<file path="config.mk">
export PLATFORM = sky130hd
export DESIGN_NAME = stream_buffer
export DESIGN_NICKNAME = d
export VERILOG_FILES = /design/src/rtl/stream_buffer.sv
export SDC_FILE = /design/constraint.sdc
export NUM_CORES = 1
export LEC_CHECK = 0
export CAP_MARGIN = 5
export CORE_MARGIN = 8
export CORE_UTILIZATION = 45
export DETAILED_ROUTE_END_ITERATION = 6
export GPL_ROUTABILITY_DRIVEN = 0
export HOLD_SLACK_MARGIN = 0.05
export PLACE_DENSITY_LB_ADDON = 0.1
export RECOVER_POWER = 100
export SLEW_MARGIN = 10
export SYNTH_ARGS = -nofsm -noshare
export SYNTH_HDL_FRONTEND = slang
export SYNTH_SLANG_ARGS = --single-unit
</file>
<file path="constraint.sdc">
create_clock -name clk -period 3.8 [get_ports clk]
set_input_delay 0.57 -clock clk [delete_from_list [all_inputs] [get_ports clk]]
set_output_delay 0.57 -clock clk [all_outputs]
set_load 0.03 [all_outputs]
</file>
<file path="src/rtl/stream_buffer.sv">
// Valid/ready FIFO stream buffer with power-of-two storage.
// Registered output by default, or empty-buffer bypass when FALLTHROUGH=1.
module stream_buffer #(
    parameter int WIDTH       = 32,
    parameter int DEPTH       = 4,
    parameter bit FALLTHROUGH = 1'b0
) (
    input  logic                       clk,
    input  logic                       rst,
    input  logic                       flush,
    input  logic [WIDTH-1:0]           in_data,
    input  logic                       in_valid,
    output logic                       in_ready,
    output logic [WIDTH-1:0]           out_data,
    output logic                       out_valid,
    input  logic                       out_ready,
    output logic [$clog2(DEPTH+1)-1:0] count
);

    localparam int AW = $clog2(DEPTH);
    localparam int CW = $clog2(DEPTH + 1);
    localparam logic [CW-1:0] FULL = CW'(DEPTH);

    logic [WIDTH-1:0] r_mem [DEPTH];
    logic [AW-1:0]    r_wptr;
    logic [AW-1:0]    r_rptr;
    logic [CW-1:0]    r_count;

    logic w_empty;
    logic w_push;
    logic w_pop;
    logic w_bypass;
    logic w_wr;
    logic w_rd;

    assign w_empty  = (r_count == '0);
    assign in_ready = !rst && !flush && (r_count != FULL);

    generate
        if (FALLTHROUGH) begin : g_ft
            assign out_valid = !rst && !flush && (w_empty ? in_valid : 1'b1);
            assign out_data  = w_empty ? in_data : r_mem[r_rptr];
        end else begin : g_reg
            assign out_valid = !rst && !flush && !w_empty;
            assign out_data  = r_mem[r_rptr];
        end
    endgenerate

    assign w_push   = in_valid && in_ready;
    assign w_pop    = out_valid && out_ready;
    // Only reachable in bypass mode: an empty buffer never pops otherwise.
    assign w_bypass = w_empty && w_push && w_pop;
    assign w_wr     = w_push && !w_bypass;
    assign w_rd     = w_pop && !w_empty;

    assign count = rst ? '0 : r_count;

    always_ff @(posedge clk) begin
        if (rst || flush) begin
            r_wptr  <= '0;
            r_rptr  <= '0;
            r_count <= '0;
        end else begin
            if (w_wr) begin
                r_wptr <= r_wptr + AW'(1);
            end
            if (w_rd) begin
                r_rptr <= r_rptr + AW'(1);
            end
            case ({w_wr, w_rd})
                2'b10:   r_count <= r_count + CW'(1);
                2'b01:   r_count <= r_count - CW'(1);
                default: r_count <= r_count;
            endcase
        end
    end

    // Storage is left unreset; only the pointers qualify it.
    always_ff @(posedge clk) begin
        if (w_wr) begin
            r_mem[r_wptr] <= in_data;
        end
    end

endmodule

</file>
==> results by group, run 1 <==
Outcome
  – Status: finished, final reports clean

Layout
  – Filler instances: 871
  – Nets: 358
  – Number of diodes: 0
  – Synth-to-layout area growth: 30.0%
  – Proportion of layout cells with a drive suffix above 1: 0.201
  – Cell area after layout: 6640 um2
  – FF+latch area: 4030 um2
  – Multi-input gate area: 1030 um2

Clocking
  – Post-CTS Setup Bufs: 0
  – CTS Sinks: 137
  – Clock tree buffer depth: 2
  – CTS buffer count: 17
  – Worst-Skew Late Latency: 0.40 ns
  – H-tree levels: 4
  – Worst-path clk slew: 0.06 ns
  – CTS resizes: 0
  – CTS tree: built
  – Root Driver: clkbuf_16
  – CTS Hold Bufs: 0

Route
  – DRC violations left: 0
  – Avg Vias per Cell: 5.18
  – Post-route ant nets: 0
  – Wire per inst: 19.5 um
  – Starting DRC count in detailed routing: 126
  – Via count: 2440
  – Drt first pass iters: 4
  – WL final: approximately 9.2 mm

Worst setup path
  – Crit path cell chain: buf_12 > mux4_2 > dlygate4sd3_1
  – Reg2reg start: r_count[0]$_SDFFE_PP0P_
  – Crit path max fanout: 20
  – Startpoint types: flip-flop
  – R2R setup slack: about 1.4 ns
  – CP max-delay cell: dlygate4sd3_1
  – WP data required: 3.23 ns
  – Slowest cell delay on critical path: 0.71 ns
  – Crit. End Element: primary output
  – Worst r2r path cells: 3
  – Worst R2R End: r_mem[3][12]$_DFFE_PP_
  – Kind of critical path: reg -> out
  – Arr. time, crit path: 2.58 ns

Floorplan
  – Core region area: 11300 um2
  – Die area: roughly 15000 um2
  – DIE WIDTH: approximately 120 um
  – Rows: 39
  – Die Height: 123 um
  – I/O pin cnt: between 70 and 80
  – Initial Utilization: 0.453

Global route
  – Tot GR Track Use: 0.133
  – Gr ovfl total: 0
  – First-pass GRT wire length: 14.4 mm
  – Largest net degree at the start of global routing: 24
  – Initial antenna violation count: 0
  – Vias in the first global route: about 2600

Placed design
  – Placed instance area: 6070 um2
  – Post-DP HPWL: about 6 mm
  – IO buf count: 73
  – Dpl ws: 0.675 ns

Timing
  – Final Critical Period: 3.15 ns
  – Worst hold slack: 0.521 ns
  – Slew Limit Fails: 0
  – Final hold vios: 0
  – Worst-case clock skew: 0.00695 ns
  – Period utilization: 0.829
  – RSZ-0062 raised after global routing: false
  – Max frequency: 318 MHz
  – Setup_tns: 0 ns
  – Worst-Margin Slew: 1.20 ns
  – Final WS setup: 0.651 ns
  – Slew margin rel.: 0.203
  – Final setup fails: 0

Logic synthesis
  – Syn Inst Count: approximately 220
  – Netlist Area Pre-Place: just over 5000 um2
  – Yosys warnings: 0
  – Distinct cells, synth: 30
  – Synth Register Bits: 137
  – Synthesized Nets: 264
  – Number of synthesized flops with an enable pin: roughly 130
  – Avg Cell Area, Syn: 23.1 um2
  – Primary FF master, synth: edfxtp_1
  – Async SR Flop Fraction: 0
  – Post-synthesis sequential area ratio: 0.788

Power
  – Sequential share of power: 0.483
  – Clock Power Share: 0.482
  – Static leakage: 2.16 nW
  – PwrDens: roughly 520 nW/um2
  – Gate power share: 0.035
  – Peak supply drop: 0.253 mV
  – Design Power: 3.46 mW
  – Sw Ratio: 0.188
  – Switching power of the nets: approximately 650 uW
  – Int Pwr: 2.81 mW

Min path
  – Worst hold start: r_rptr[1]$_SDFFE_PP0P_
  – Worst min path class: reg -> reg
  – Hold path depth: 2

Job
  – Max cap viols: 0
==> cell usage after synthesis (2+ instances only) <==
cell | count | area (um2)
mux2i_1 | 2 | 20.0
buf_1 | 3 | 11.3
nor2b_1 | 3 | 18.8
nor2_1 | 8 | 30.0
xor2_1 | 3 | 26.3
dfxtp_1 | 9 | 180
buf_4 | 3 | 22.5
inv_1 | 3 | 11.3
mux4_2 | 32 | 721
edfxtp_1 | 128 | 3840
ha_1 | 5 | 62.6
and3_1 | 4 | 25.0
==> state kept, by name, indices dropped and copies added, names as in the netlist, named ones only <==
| name | flops |
|---|---|
| r_mem | 128 |
| r_count | 3 |
| r_rptr | 2 |
| r_wptr | 2 |
==> cells by family after synthesis <==
| kind of cell | after synthesis | synth area share |
|---|---|---|
| DFF | 137 | 0.788 |
| xor gates and xnor gates | 4 | 0.00686 |
| muxes | 34 | 0.145 |
| buffers and inverters | 11 | 0.0105 |
| and+or+nand+nor | 24 | 0.0262 |
| adders and majority gates | 6 | 0.0162 |
| AOI/OAI and AO/OA | 5 | 0.00759 |
==> power groups by stage <==
stage                     Clock, mW  Combinational [mW]  Sequential, mW
after global routing           1.77               0.131            1.67
after detailed placement          0               0.136            1.70
final                          1.67               0.121            1.67
after CTS                      1.70               0.137            1.67
after floorplan                   0              0.0534            1.70
after global placement            0               0.134            1.70
==> metrics by stage <==
step                cells  utilization
floorplan             221            -
global placement      439        0.539
detailed placement    439        0.539
CTS                   471        0.593
global route          471        0.589
finish                471        0.589
==> final cells by class <==
cell class / instances / share of cell area
sequential: 137 / 0.606
multi-input combinational: 73 / 0.155
timing repair buffer: 83 / 0.119
clock buffer: 18 / 0.0646
clock inverter: 14 / 0.0271
tap: 143 / 0.0269
inverter: 3 / 0.00170
==> layer usage <==
layer / up-vias / global-route usage / routed length, um
met2: 66 / 0.213 / 4750
met5: - / 0 / 0
met3: 6 / 0.0515 / 569
met4: 0 / 0.0503 / 78
met1: 1263 / 0.160 / 3780
li1: 1105 / - / -
==> layout by cell type, fill, tap and decap left out, types with 2 or more instances in the layout <==
cell type	count
dlygate4sd3_1	68
nor2_1	8
bufinv_16	4
xor2_1	3
ha_1	5
mux2i_1	2
clkinv_2	3
inv_1	3
edfxtp_1	128
clkbuf_1	9
clkinv_4	3
nor2b_1	3
clkbuf_16	17
mux4_2	32
dfxtp_1	7
clkinv_1	3
clkdlybuf4s50_1	5
and3_1	4
dfxtp_2	2
==> how the worst max path moves through the flow <==
stage	endpoint	cells after the start	slack (ns)	from
2_1_floorplan	r_count[2]$_SDFFE_PP0P_	8	1.39	flush
3_3_place_gp	r_count[2]$_SDFFE_PP0P_	9	0.76	rst
3_5_place_dp	r_count[2]$_SDFFE_PP0P_	9	0.68	rst
4_1_cts	out_data[22]	3	0.65	flip-flop
5_1_grt	out_data[22]	3	0.48	flip-flop
6_report	out_data[21]	3	0.65	flip-flop
==> critical path: cells and delay by family (launching register included) <==
kind | cells | cell delay, ns
buffers and inverters | 2 | 0.98
DFF | 1 | 0.64
muxes | 1 | 0.54
Note: power is estimated with default switching activity, not from simulation.
==> run 2, diff against run 1 <==
==> constraint.sdc (replaced) <==
create_clock -name clk -period 3.29 [get_ports clk]
set_input_delay 0.4935 -clock clk [delete_from_list [all_inputs] [get_ports clk]]
set_output_delay 0.4935 -clock clk [all_outputs]
set_load 0.03 [all_outputs]
==> run 2 against run 1 <==
  * Combinational power up 18%
  * Design area rose by 0.79%
  * Wire length is 0.95% lower
  * Sequential power rose by 16%
  * Global-route usage shrank 0.23 points
  * Non-clock buffer count fell by 1
  * Via count down 2.2%
  * Hold slack gained 0.011 ns
  * Sequential share of layout area is 0.48 points lower
  * Critical endpoint unchanged
  * Largest power group unchanged
==> results by group, run 2 (synthesis results as in run 1) <==
Timing
  – Worst-Margin Slew: 0.954 ns (-0.242 ns)
  – Max frequency: 345 MHz
  – RSZ-0062 raised after global routing: false
  – Final WS setup: 0.391 ns (-0.260 ns)
  – Final hold vios: 0 (unchanged)
  – Period utilization: 0.881
  – Final setup fails: 0 (unchanged)
  – Slew Limit Fails: 0 (unchanged)
  – Setup_tns: 0 ns (unchanged)
  – Final Critical Period: 2.90 ns
  – Worst-case clock skew: 0.00561 ns (-0.00134 ns)
  – Slew margin rel.: 0.364 (+0.161)

Route
  – Starting DRC count in detailed routing: 130 (+3.2%)
  – Drt first pass iters: 4 (unchanged)
  – Via count: 2387 (-2.2%)
  – DRC violations left: 0 (unchanged)
  – WL final: 9.09 mm (-0.95%)
  – Avg Vias per Cell: 5.09 (-1.8%)
  – Post-route ant nets: 0 (unchanged)
  – Wire per inst: 19.4 um (-0.53%)

Global route
  – Largest net degree at the start of global routing: 21 (-13%)
  – Initial antenna violation count: 0 (unchanged)
  – Vias in the first global route: 2567 (-2.3%)
  – First-pass GRT wire length: 14.1 mm (-2.4%)
  – Tot GR Track Use: 0.130 (-0.00226)
  – Gr ovfl total: 0 (unchanged)

Floorplan
  – Die area: 15000 um2 (unchanged)
  – Initial Utilization: 0.453 (unchanged)
  – Core region area: 11300 um2 (unchanged)
  – Rows: 39 (unchanged)
  – I/O pin cnt: 74 (unchanged)
  – Die Height: 123 um (unchanged)
  – DIE WIDTH: 123 um (unchanged)

Placed design
  – Post-DP HPWL: 5.81 mm (-0.95%)
  – Dpl ws: 0.492 ns (-0.183 ns)
  – Placed instance area: 6100 um2 (+0.49%)
  – Placed insts: 438 (-0.23%)
  – IO buf count: 73 (unchanged)

Clocking
  – H-tree levels: 4 (unchanged)
  – Worst-path clk slew: 0.06 ns (about the same)
  – CTS resizes: 0 (unchanged)
  – CTS Hold Bufs: 0 (unchanged)
  – Root Driver: clkbuf_16
  – Clock tree buffer depth: 2 (unchanged)
  – Worst-Skew Late Latency: 0.40 ns (about the same)
  – Post-CTS Setup Bufs: 0 (unchanged)
  – CTS Sinks: 137 (unchanged)
  – CTS buffer count: 17 (unchanged)
  – CTS tree: built

Layout
  – Filler instances: 849 (-2.5%)
  – Final Util: 0.594 (+0.00466)
  – Commonest non-fill, non-tap cells in the layout: edfxtp_1 (128), dlygate4sd3_1 (69), mux4_2 (32)
  – Number of diodes: 0 (unchanged)
  – Proportion of layout cells with a drive suffix above 1: 0.221 (+0.0196)
  – Commonest non-fill, non-tap cell in the layout: edfxtp_1
  – Largest regs: r_mem x128, r_count x3
  – Nets: 357 (-0.28%)
  – Synth-to-layout area growth: 31.1%
  – Biggest register: r_mem
  – Max reg flops: 128 (unchanged)
  – Final cell count without fillers: 469 (-0.42%)
  – Cell area after layout: 6700 um2 (+0.79%)

Power
  – Peak supply drop: 0.338 mV (+33%)
  – Static leakage: 2.19 nW (+0.95%)
  – PwrDens: 596 nW/um2 (+14%)

Worst setup path
  – Kind of critical path: reg -> out
  – Arr. time, crit path: 2.41 ns (-0.17 ns)
  – Crit. End Element: primary output
  – Startpoint types: flip-flop
  – Worst r2r path cells: 8 (+5)
  – Crit path max fanout: 20 (unchanged)
  – WP data required: 2.80 ns (-0.43 ns)

Min path
  – Hold path depth: 2 (unchanged)
  – Worst min path class: reg -> reg

Job
  – Max cap viols: 0 (unchanged)

Outcome
  – Status: finished, final reports clean
-- run 2: critical path, stage by stage, from the launching register on --
cell,delay (ns)
dfxtp_2,0.33
buf_4,0.37
mux4_2,0.58
dlygate4sd3_1,0.71
-- run 2: per-stage QoR --
stage	hold slack, ns	total power [mW]
2_1_floorplan	0.475	2.03
3_3_place_gp	0.513	2.12
3_5_place_dp	0.514	2.13
4_1_cts	0.536	4.04
5_1_grt	0.588	4.11
6_report	0.532	3.99
-- run 2: final timing paths --
path	startpoint	end	slack (ns)
max reg2reg	r_count[0]$_SDFFE_PP0P_	r_count[2]$_SDFFE_PP0P_	1.03
min	r_wptr[0]$_SDFFE_PP0P_	r_wptr[0]$_SDFFE_PP0P_	0.53
max	flip-flop	out_data[21]	0.39
min reg2reg	r_wptr[0]$_SDFFE_PP0P_	r_wptr[0]$_SDFFE_PP0P_	0.53
-- run 2: area by class of cell --
cell class                      count  area [um2]  area share
Sequential cell                   137        4030       0.601
Multi-Input combinational cell     73        1030       0.154
Timing Repair Buffer               82         845       0.126
Clock buffer                       17         425      0.0635
Clock inverter                     14         180      0.0269
Tap cell                          143         179      0.0267
Inverter                            3        11.3     0.00168
-- run 2: report_power, final --
group | total [mW] | switching (mW) | internal (mW)
Combinational | 0.143 | 0.0761 | 0.0669
Clock | 1.91 | 0.662 | 1.25
Sequential | 1.93 | 0.00555 | 1.93
Total | 3.99 | 0.743 | 3.24
-- run 2: routing by layer --
metal / up-vias / global-route usage / wire length [um] / part of all wire
li1: 1102 / - / - / -
met1: 1203 / 0.155 / 3780 / 0.42
met2: 65 / 0.212 / 4650 / 0.51
met3: 17 / 0.0478 / 501 / 0.055
met4: 0 / 0.0526 / 151 / 0.017
met5: - / 0 / 0 / 0
==> run 3, diff against run 2 <==
--- a/config.mk
+++ b/config.mk
@@ -13,6 +13,7 @@
 export HOLD_SLACK_MARGIN = 0.05
 export PLACE_DENSITY_LB_ADDON = 0.1
 export RECOVER_POWER = 100
+export SETUP_SLACK_MARGIN = 0.15
 export SLEW_MARGIN = 10
 export SYNTH_ARGS = -nofsm -noshare
 export SYNTH_HDL_FRONTEND = slang
==> constraint.sdc (replaced) <==
create_clock -name clk -period 3.55 [get_ports clk]
set_input_delay 0.5325 -clock clk [delete_from_list [all_inputs] [get_ports clk]]
set_output_delay 0.5325 -clock clk [all_outputs]
set_load 0.03 [all_outputs]
==> run 3 against run 2 <==
  * Clock-buffer cell count increased by 2
  * Largest power group is now the clock network
  * Wire length down 1.4%
  * Clock power about the same
  * Critical endpoint is now out_data[1]
  * Power shrank 3.4%
  * Global-route usage fell by 0.083 points
  * Combinational power decreased by 7%
  * Critical path type unchanged
==> results by group, run 3 (synthesis results as in run 1) <==
Layout
  – Commonest non-fill, non-tap cells in the layout: edfxtp_1 (128), dlygate4sd3_1 (61), mux4_2 (32)
  – Filler instances: 860 (+1.3%)
  – Max reg flops: 128 (unchanged)
  – Final Util: 0.596 (+0.00178)
  – Biggest register: r_mem
  – Largest regs: r_mem x128, r_count x3
  – Final cell count without fillers: 469 (unchanged)
  – Synth-to-layout area growth: 31.4%
  – Number of diodes: 0 (unchanged)
  – Commonest non-fill, non-tap cell in the layout: edfxtp_1
  – Cell area after layout: 6720 um2 (+0.30%)
  – Nets: 356 (-0.28%)
  – Proportion of layout cells with a drive suffix above 1: 0.209 (-0.0123)

Route
  – DRC violations left: 0 (unchanged)
  – Avg Vias per Cell: 5.11 (+0.46%)
  – Uppermost layer routed: met4
  – Drt first pass iters: 4 (unchanged)
  – DR WL met3: 539 um (+7.6%)
  – Via count: 2398 (+0.46%)
  – Post-route ant nets: 0 (unchanged)
  – Post-Route M1 WL: 3.76 mm (-0.61%)
  – Met2 wire len: 4.56 mm (-1.9%)
  – WL final: 8.96 mm (-1.4%)
  – Starting DRC count in detailed routing: 142 (+9.2%)
  – Wire per inst: 19.1 um (-1.4%)

Global route
  – Largest net degree at the start of global routing: 21 (unchanged)
  – Initial antenna violation count: 0 (unchanged)
  – Tot GR Track Use: 0.129 (-0.000834)
  – Vias in the first global route: 2628 (+2.4%)
  – First-pass GRT wire length: 14.2 mm (+0.39%)
  – Gr ovfl total: 0 (unchanged)

Power
  – PwrDens: 574 nW/um2 (-3.7%)
  – Peak supply drop: 0.283 mV (-16%)
  – Static leakage: 2.25 nW (+2.9%)
  – Design Power: 3.85 mW (-3.4%)

Timing
  – Worst-case clock skew: 0.00934 ns (+0.00373 ns)
  – RSZ-0062 raised after global routing: false
  – Final setup fails: 0 (unchanged)
  – Worst-Margin Slew: 1.08 ns (+0.130 ns)
  – Final hold vios: 0 (unchanged)
  – Max frequency: 316 MHz
  – Period utilization: 0.890
  – Worst hold slack: 0.519 ns (-0.0131 ns)
  – Slew Limit Fails: 0 (unchanged)
  – Final Critical Period: about 3.2 ns
  – Setup_tns: 0 ns (unchanged)
  – Final WS setup: 0.389 ns (-0.00195 ns)
  – Slew margin rel.: 0.276 (-0.0880)

Floorplan
  – Initial Utilization: 0.453 (unchanged)
  – Die Height: 123 um (unchanged)
  – Core region area: 11300 um2 (unchanged)
  – Rows: 39 (unchanged)
  – I/O pin cnt: 74 (unchanged)
  – DIE WIDTH: 123 um (unchanged)
  – Die area: 15000 um2 (unchanged)

Placed design
  – Placed insts: 437 (-0.23%)
  – IO buf count: 73 (unchanged)
  – Dpl ws: 0.703 ns (+0.211 ns)
  – Placed instance area: 6090 um2 (-0.12%)
  – Post-DP HPWL: 5.73 mm (-1.5%)

Worst setup path
  – Worst R2R End: r_mem[0][20]$_DFFE_PP_
  – Kind of critical path: reg -> out
  – WP data required: 3.02 ns (+0.22 ns)
  – Crit path max fanout: 17 (-15%)
  – Startpoint types: flip-flop
  – R2R setup slack: 0.92 ns (-0.11 ns)
  – Crit. End Element: primary output
  – Arr. time, crit path: 2.63 ns (+0.22 ns)
  – Worst r2r path cells: 3 (-5)
  – Reg2reg start: r_count[0]$_SDFFE_PP0P_

Min path
  – Hold path depth: 2 (unchanged)
  – Hold EP: r_wptr[0]$_SDFFE_PP0P_
  – Worst hold start: r_wptr[0]$_SDFFE_PP0P_
  – Worst min path class: reg -> reg

Clocking
  – Worst-path clk slew: 0.06 ns (about the same)
  – CTS Sinks: 137 (unchanged)
  – Root Driver: clkbuf_16
  – CTS Hold Bufs: 0 (unchanged)
  – Post-CTS Setup Bufs: 0 (unchanged)
  – CTS buffer count: 17 (unchanged)
  – CTS tree: built
  – H-tree levels: 4 (unchanged)
  – CTS resizes: 0 (unchanged)
  – Clock tree buffer depth: 2 (unchanged)
  – Worst-Skew Late Latency: 0.41 ns (about the same)

Outcome
  – Status: finished, final reports clean

Job
  – Max cap viols: 0 (unchanged)
## run 3: power breakdown
part	switching, mW	internal (mW)
clock	0.618	1.31
combinational	0.0707	0.0622
sequential	0.00506	1.78
total	0.694	3.16
## run 3: worst max-delay path, stage by stage, from the launching register on
cell	delay [ns]
dfxtp_2	0.62
clkbuf_2	0.50
mux4_2	0.39
dlygate4sd3_1	0.70
## run 3: routing by layer
metal / global-route usage / up-vias
met5: 0 / -
met4: 0.0503 / 0
met3: 0.0543 / 8
met2: 0.206 / 57
met1: 0.155 / 1223
li1: - / 1110
## run 3: worst max path at each step
stage	from	to	slack, ns	cells after the start
3_3_place_gp	rst	r_count[2]$_SDFFE_PP0P_	0.74	10
6_report	flip-flop	out_data[1]	0.39	3
3_5_place_dp	rst	r_count[2]$_SDFFE_PP0P_	0.70	10
2_1_floorplan	flush	r_count[2]$_SDFFE_PP0P_	1.18	8
5_1_grt	flip-flop	out_data[1]	0.27	3
4_1_cts	flip-flop	out_data[20]	0.59	3
## run 3: cell type report
type | count | area (um2) | share of cell area
Inverter | 3 | 11.3 | 0.00168
Tap cell | 143 | 179 | 0.0266
Clock inverter | 13 | 225 | 0.0335
Multi-Input combinational cell | 73 | 1030 | 0.154
Clock buffer | 19 | 433 | 0.0645
Timing Repair Buffer | 81 | 810 | 0.121
Sequential cell | 137 | 4030 | 0.600
